[config.mk]
export PLATFORM = sky130hd
export DESIGN_NAME = video_timing_gen
export DESIGN_NICKNAME = d
export VERILOG_FILES = /design/src/rtl/video_timing_gen.sv
export SDC_FILE = /design/constraint.sdc
export NUM_CORES = 1
export LEC_CHECK = 0
export ABC_AREA = 1
export CAP_MARGIN = 15
export CORE_MARGIN = 2
export CORE_UTILIZATION = 40
export DETAILED_ROUTE_END_ITERATION = 6
export GPL_ROUTABILITY_DRIVEN = 0
export PLACE_DENSITY_LB_ADDON = 0.25
export SLEW_MARGIN = 40
export SYNTH_ARGS = -nofsm -noshare
export SYNTH_HDL_FRONTEND = slang
export SYNTH_SLANG_ARGS = --single-unit
[constraint.sdc]
create_clock -name i_clk -period 4.8 [get_ports i_clk]
set_input_delay 1.44 -clock i_clk [delete_from_list [all_inputs] [get_ports i_clk]]
set_output_delay 1.44 -clock i_clk [all_outputs]
set_load 0.03 [all_outputs]
[src/rtl/video_timing_gen.sv]
`default_nettype none
// ============================================================================
// Module   : video_timing_gen
// Brief    : Parametrised raster timing generator with per-axis porches,
//            programmable sync polarity, pixel-clock enable, start and
//            prefetch strobes. Optional frame counter under the macro
//            VIDEO_TIMING_FRAME_CNT_EN.
// Revision : 1.0 - initial release
// ============================================================================
module video_timing_gen #(
    parameter int H_ACTIVE      = 640,
    parameter int H_FRONT       = 16,
    parameter int H_SYNC        = 96,
    parameter int H_BACK        = 48,
    parameter int V_ACTIVE      = 480,
    parameter int V_FRONT       = 10,
    parameter int V_SYNC        = 2,
    parameter int V_BACK        = 33,
    parameter bit HSYNC_POL     = 1'b0,
    parameter bit VSYNC_POL     = 1'b0,
    parameter int PREFETCH_COLS = 32,
    parameter int PREFETCH_ROWS = 32,
    parameter int FRAME_W       = 8,
    localparam int H_TOTAL      = H_ACTIVE + H_FRONT + H_SYNC + H_BACK,
    localparam int V_TOTAL      = V_ACTIVE + V_FRONT + V_SYNC + V_BACK,
    localparam int COL_W        = $clog2(H_TOTAL),
    localparam int ROW_W        = $clog2(V_TOTAL)
) (
    input  logic             i_clk,
    input  logic             i_reset,
    input  logic             i_pix_en,
    output logic [COL_W-1:0] o_col,
    output logic [ROW_W-1:0] o_row,
    output logic             o_hsync,
    output logic             o_vsync,
    output logic             o_de,
    output logic             o_line_start,
    output logic             o_frame_start,
    output logic             o_line_prefetch,
    output logic             o_frame_prefetch
`ifdef VIDEO_TIMING_FRAME_CNT_EN
    ,
    output logic [FRAME_W-1:0] o_frame_count
`endif
);

    localparam logic [COL_W-1:0] C_COL_LAST = COL_W'(H_TOTAL - 1);
    localparam logic [COL_W-1:0] C_H_ACTIVE = COL_W'(H_ACTIVE);
    localparam logic [COL_W-1:0] C_HS_START = COL_W'(H_ACTIVE + H_FRONT);
    localparam logic [COL_W-1:0] C_HS_END   = COL_W'(H_ACTIVE + H_FRONT + H_SYNC);
    localparam logic [COL_W-1:0] C_LPF_COL  = COL_W'(H_TOTAL - PREFETCH_COLS);
    localparam logic [ROW_W-1:0] C_ROW_LAST = ROW_W'(V_TOTAL - 1);
    localparam logic [ROW_W-1:0] C_V_ACTIVE = ROW_W'(V_ACTIVE);
    localparam logic [ROW_W-1:0] C_V_ACT_M1 = ROW_W'(V_ACTIVE - 1);
    localparam logic [ROW_W-1:0] C_VS_START = ROW_W'(V_ACTIVE + V_FRONT);
    localparam logic [ROW_W-1:0] C_VS_END   = ROW_W'(V_ACTIVE + V_FRONT + V_SYNC);
    localparam logic [ROW_W-1:0] C_FPF_ROW  = ROW_W'(V_TOTAL - PREFETCH_ROWS);

    if (H_ACTIVE < 1 || H_FRONT < 1 || H_SYNC < 1 || H_BACK < 1 ||
        V_ACTIVE < 1 || V_FRONT < 1 || V_SYNC < 1 || V_BACK < 1 ||
        PREFETCH_COLS < 1 || PREFETCH_COLS > H_TOTAL - H_ACTIVE ||
        PREFETCH_ROWS < 1 || PREFETCH_ROWS > V_TOTAL - V_ACTIVE ||
        FRAME_W < 1) begin : g_bad_params
        $error("video_timing_gen: illegal parameter set");
    end

    logic [COL_W-1:0] col_q, col_d;
    logic [ROW_W-1:0] row_q, row_d;
    logic hsync_q, hsync_d;
    logic vsync_q, vsync_d;
    logic de_q, de_d;
    logic line_start_q, line_start_d;
    logic frame_start_q, frame_start_d;
    logic line_pf_q, line_pf_d;
    logic frame_pf_q, frame_pf_d;

    always_comb begin
        col_d = col_q;
        row_d = row_q;
        if (i_pix_en) begin
            if (col_q == C_COL_LAST) begin
                col_d = '0;
                row_d = (row_q == C_ROW_LAST) ? '0 : row_q + ROW_W'(1);
            end else begin
                col_d = col_q + COL_W'(1);
            end
        end

        // Levels decode from the next-state position so they line up with o_col/o_row.
        de_d    = (col_d < C_H_ACTIVE) && (row_d < C_V_ACTIVE);
        hsync_d = ((col_d >= C_HS_START) && (col_d < C_HS_END)) ? HSYNC_POL : !HSYNC_POL;
        vsync_d = ((row_d >= C_VS_START) && (row_d < C_VS_END)) ? VSYNC_POL : !VSYNC_POL;

        // Strobes only fire on the tick that enters the position.
        line_start_d  = i_pix_en && (col_d == '0) && (row_d < C_V_ACTIVE);
        frame_start_d = i_pix_en && (col_d == '0) && (row_d == '0);
        line_pf_d     = i_pix_en && (col_d == C_LPF_COL) &&
                        ((row_d < C_V_ACT_M1) || (row_d == C_ROW_LAST));
        frame_pf_d    = i_pix_en && (col_d == '0) && (row_d == C_FPF_ROW);
    end

    always_ff @(posedge i_clk) begin
        if (i_reset) begin
            col_q         <= C_COL_LAST;
            row_q         <= C_ROW_LAST;
            hsync_q       <= !HSYNC_POL;
            vsync_q       <= !VSYNC_POL;
            de_q          <= 1'b0;
            line_start_q  <= 1'b0;
            frame_start_q <= 1'b0;
            line_pf_q     <= 1'b0;
            frame_pf_q    <= 1'b0;
        end else begin
            col_q         <= col_d;
            row_q         <= row_d;
            hsync_q       <= hsync_d;
            vsync_q       <= vsync_d;
            de_q          <= de_d;
            line_start_q  <= line_start_d;
            frame_start_q <= frame_start_d;
            line_pf_q     <= line_pf_d;
            frame_pf_q    <= frame_pf_d;
        end
    end

    assign o_col            = col_q;
    assign o_row            = row_q;
    assign o_hsync          = hsync_q;
    assign o_vsync          = vsync_q;
    assign o_de             = de_q;
    assign o_line_start     = line_start_q;
    assign o_frame_start    = frame_start_q;
    assign o_line_prefetch  = line_pf_q;
    assign o_frame_prefetch = frame_pf_q;

`ifdef VIDEO_TIMING_FRAME_CNT_EN
    logic [FRAME_W-1:0] frame_cnt_q, frame_cnt_d;

    always_comb begin
        frame_cnt_d = frame_start_d ? frame_cnt_q + FRAME_W'(1) : frame_cnt_q;
    end

    always_ff @(posedge i_clk) begin
        if (i_reset) begin
            frame_cnt_q <= '0;
        end else begin
            frame_cnt_q <= frame_cnt_d;
        end
    end

    assign o_frame_count = frame_cnt_q;
`endif

endmodule
`default_nettype wire

After elaboration in Yosys (flattened, before gate mapping)
Cells that the tools add are included.

Flip-flop bits (word level): 27.

Reduce and logical (&&, ||, !) cells: 12. $lt $le $gt $ge: 7. Muxes and demuxes: 7. Add/subtract/negate cells: 2. Equal/unequal tests: 5.

Operator list (number): two-way mux 10 bit (5); equality test 10 bit (second input constant) (4); < comparator 10 x 9 -> 1 bit (second input constant) (3); adder 10 x 1 -> 10 bit (second input constant) (2); logical NOT 10 bit (2); < comparator 10 bit (second input constant) (2); equality test 10 x 9 -> 1 bit (second input constant) (1); greater-or-equal comparator 10 bit (second input constant) (1); greater-or-equal comparator 10 x 9 -> 1 bit (second input constant) (1); logical AND 1 bit (9); two-way mux 1 bit (2); logical OR 1 bit (1).

Logic depth before layout (Yosys ltp)
Depth in word-level cells: 7. Mapped depth: 16. Depth with buffers taken out: 16.

Worst setup path before layout
OpenSTA, ideal clock, no wires.

Kind: in2reg. From: in i_pix_en. To: reg line_pf_q (netlist: o_line_prefetch). Cell stages on the path: 10. Arrival: 2.546 ns. Library setup time: 0.066 ns. Buffers on the path: 0. Path slack: 2.188 ns. Cells stage by stage: nand2_1 -> nor3b_2 -> nand3_1 -> nor2_1 -> nand2_1 -> nand2_1 -> nand3_1 -> nor2_2 -> nand3_1 -> a21oi_2.

Longest elaborated chain between the ends: 4. Elaborated cells on any way between the ends: 8.

Ends and longest elaborated chain: start, declared (line 31) `input logic i_pix_en,`; two-way mux 10 bit (line 80) `if (i_pix_en) begin`; < comparator 10 x 9 -> 1 bit (tied with other cells) (line 98) `((row_d < C_V_ACT_M1) || (row_d == C_ROW_LAST));`; logical OR 1 bit or logical AND 1 bit (tied branches) (line 98, 97); logical AND 1 bit (*) (line 97) `line_pf_d = i_pix_en && (col_d == C_LPF_COL) &&`; end signal, assigned (line 121) `line_pf_q <= line_pf_d;`; end, declared (line 74) `logic line_pf_q, line_pf_d;`.

Mark *: on every way between the ends. The rest lies on a longest branch, timed or not. A chain may end at the register's enable or synchronous reset.

Worst setup path in the final report
Same ends and word-level chain as after synthesis.

==> results.cfg <==
[synthesis]
synth_area_per_cell_um2 = 6.663
ys_warn_count = 0
ys_top_cells_by_area = dfxtp_1, nand2_1, nor2_1
synth-seq-cells = 27
synth_nets = 258
syn-instance-count = 252
synth-seq-area-share = 0.3219
ys_types = 32
synth_top_area_share = 0.3219
synth_top_cell_by_area = dfxtp_1
netlist_area_mm2 = 0.001679

[floorplanning]
ios = 30
die_w_um = 68.79
core_mm2 = 0.004029
num_rows = 23
die-height_um = 68.79
die_area_mm2 = 0.004732
start_util = 0.4168

[min_path]
hp-class = reg -> reg

[power]
p_clk_frac = 0.194
p_leak_nw = 0.9904
switching_share = 0.4016
p_total_uw = 657.3
power_switching_uw = 264.0
power.internal_uw = 393.4
sequentialPowerShare = 0.401
power_density_mw_per_mm2 = 318.6
combPwrFrac = 0.405
peakVddDrop_mv = 0.1923

[global_routing]
grt_pass1_wl_um = 6520
met3_usage = 0.03896
grt_pass1_vias = 1433
antenna_found_initial = 0
grt_max_degree = 22
grt_usage = 0.1823
busiest_layer = met2
grt_use_met1 = 0.2318
grt_use_met2 = 0.3245
grt_overflow = 0

[sta]
period_share = 0.7359
tightest_slew_ns = 0.7152
rsz0062_at_grt = no
period_needed_ns = 3.532
fmax_mhz = 283.1
finClkSkew_ns = 0.002064
setup_viol_count_final = 0
timing.slew.headroom = 0.5217
slew_viol_final = 0
finalHoldViolCount = 0
setup_tns_ns = 0

[cells_and_area]
drive_above_1_share = 0.1064
final_cell_mix = nand2_1, nor2_1, inv_1
fin_nets = 289
fin_area_mm2 = 0.002063
fill_cells = 420
diodes = 0
area_growth_pct = 22.88
final_common_cell = nand2_1
fin_cells = 332

[routing]
firstDrtPassIters = 4
wire_per_inst_um = 12.11
vias = 1640
vias_per_cell = 4.940
dr.first_iter.drc_count = 103
ant_nets = 0
drt-total-wl_um = 4020
route.detailed.drc = 0

[worst_setup_path]
slowest_delay_ns = 0.93
crit_path_max_fanout = 21
path_buf_inv = 1
slowest_stage = clkdlybuf4s50_1
cp.arrival_ns = 3.74
path_class = in -> reg
crit_chain = clkdlybuf4s50_1, nand2_1, nor3b_2, nand3_1, nor2_1, nand2_1, nand2_1, nand3_1, nor2_2, nand3_1, a21oi_2
critPathCaptureType = flip-flop
critPathLaunchType = input port
crit_required_ns = 5.01
crit_family = simple AND/OR/NAND/NOR gates

[clock_tree]
cts_hold_buffers = 0
clk_pin_slew_ns = 0.09
cts_tree = done
ctsResizeCount = 0
clockBufferDepth = 2
root_buffer = clkbuf_8
cts.sinks = 27
clk_latency_ns = 0.27
cts_buffers = 3
postCtsSetupBuffers = 0
htreeDepth = 1

[placed_design]
dpl.hpwl_um = 3176
port_buffers = 29
dp.cells = 328
dpl_cell_area_mm2 = 0.002018

[job]
drv_cap = 0

[outcome]
status = finished clean
-- routing by layer --
| layer | vias to the layer above | routed length, µm |
|---|---|---|
| met5 | - | 0 |
| met4 | 0 | 10 |
| met3 | 2 | 147 |
| met2 | 34 | 1937 |
| met1 | 741 | 1925 |
| li1 | 863 | - |
-- worst register-to-register path: cells and delay by family, from the launching register on --
kind | cells | cell delay [ns]
adder cells (fa/ha/maj) | 1 | 0.23
AND/OR/NAND/NOR | 8 | 1.21
AO/OA/AOI/OAI | 2 | 0.24
flip-flops | 1 | 0.42
-- synth_stat cells, drive strengths merged --
cell	instances
clkbuf	1
nand3	27
nor3b	1
inv	34
a21boi	1
buf	2
nand3b	2
dfxtp	27
ha	3
o21ai	11
or2	4
nand2	68
a21oi	7
nor2	42
xor2	4
o21bai	1
clkinv	2
nand4	11
nor3	4
-- path summary, 6_finish.rpt --
path	slack [ns]	startpoint	cells after the start	to
max	1.27	i_pix_en	11	o_line_prefetch
min	0.63	o_col[7]	3	o_col[7]
max reg2reg	2.66	o_col[0]	11	o_line_prefetch
min reg2reg	0.63	o_col[7]	3	o_col[7]
-- metrics by stage --
stage	hold WS (ns)	utilization	setup slack, ns
global placement	0.6168	0.5009	1.064
finish	0.6257	0.5121	1.268
floorplan	0.6981	-	2.188
global route	0.6730	0.5121	1.017
CTS	0.6243	0.5121	1.284
detailed placement	0.6015	0.5009	1.003
-- cell type report --
cell class | count | area [µm²] | share of cell area
clock buffer | 4 | 45.04 | 0.02183
timing repair buffer | 29 | 290.3 | 0.1407
inverter | 36 | 136.4 | 0.06610
tap | 50 | 62.56 | 0.03032
sequential | 27 | 540.5 | 0.2620
multi-input combinational | 186 | 988.4 | 0.4791
-- sequential cells by signal, indices dropped and copies added, names as in the netlist --
| register | count |
|---|---|
| o_line_start | 1 |
| o_hsync | 1 |
| o_row | 10 |
| o_line_prefetch | 1 |
| o_frame_start | 1 |
| o_vsync | 1 |
| o_de | 1 |
| o_frame_prefetch | 1 |
| o_col | 10 |
-- cell families after synthesis --
logic type / Yosys count / share of synthesized area
AO/OA/AOI/OAI: 20 / 0.06707
XOR/XNOR: 4 / 0.03205
AND/OR/NAND/NOR: 159 / 0.4672
adder cells (fa/ha/maj): 3 / 0.02236
buffers and inverters: 39 / 0.08941
flip-flops: 27 / 0.3219
-- power groups by stage --
stage / clock network (mW) / registers, mW / logic, mW
after floorplan: 0 / 0.297 / 0.163
after global placement: 0 / 0.269 / 0.267
after detailed placement: 0 / 0.269 / 0.265
after CTS: 0.133 / 0.264 / 0.266
after global routing: 0.143 / 0.267 / 0.298
final: 0.127 / 0.264 / 0.266
Note: power is estimated with default switching activity, not from simulation.
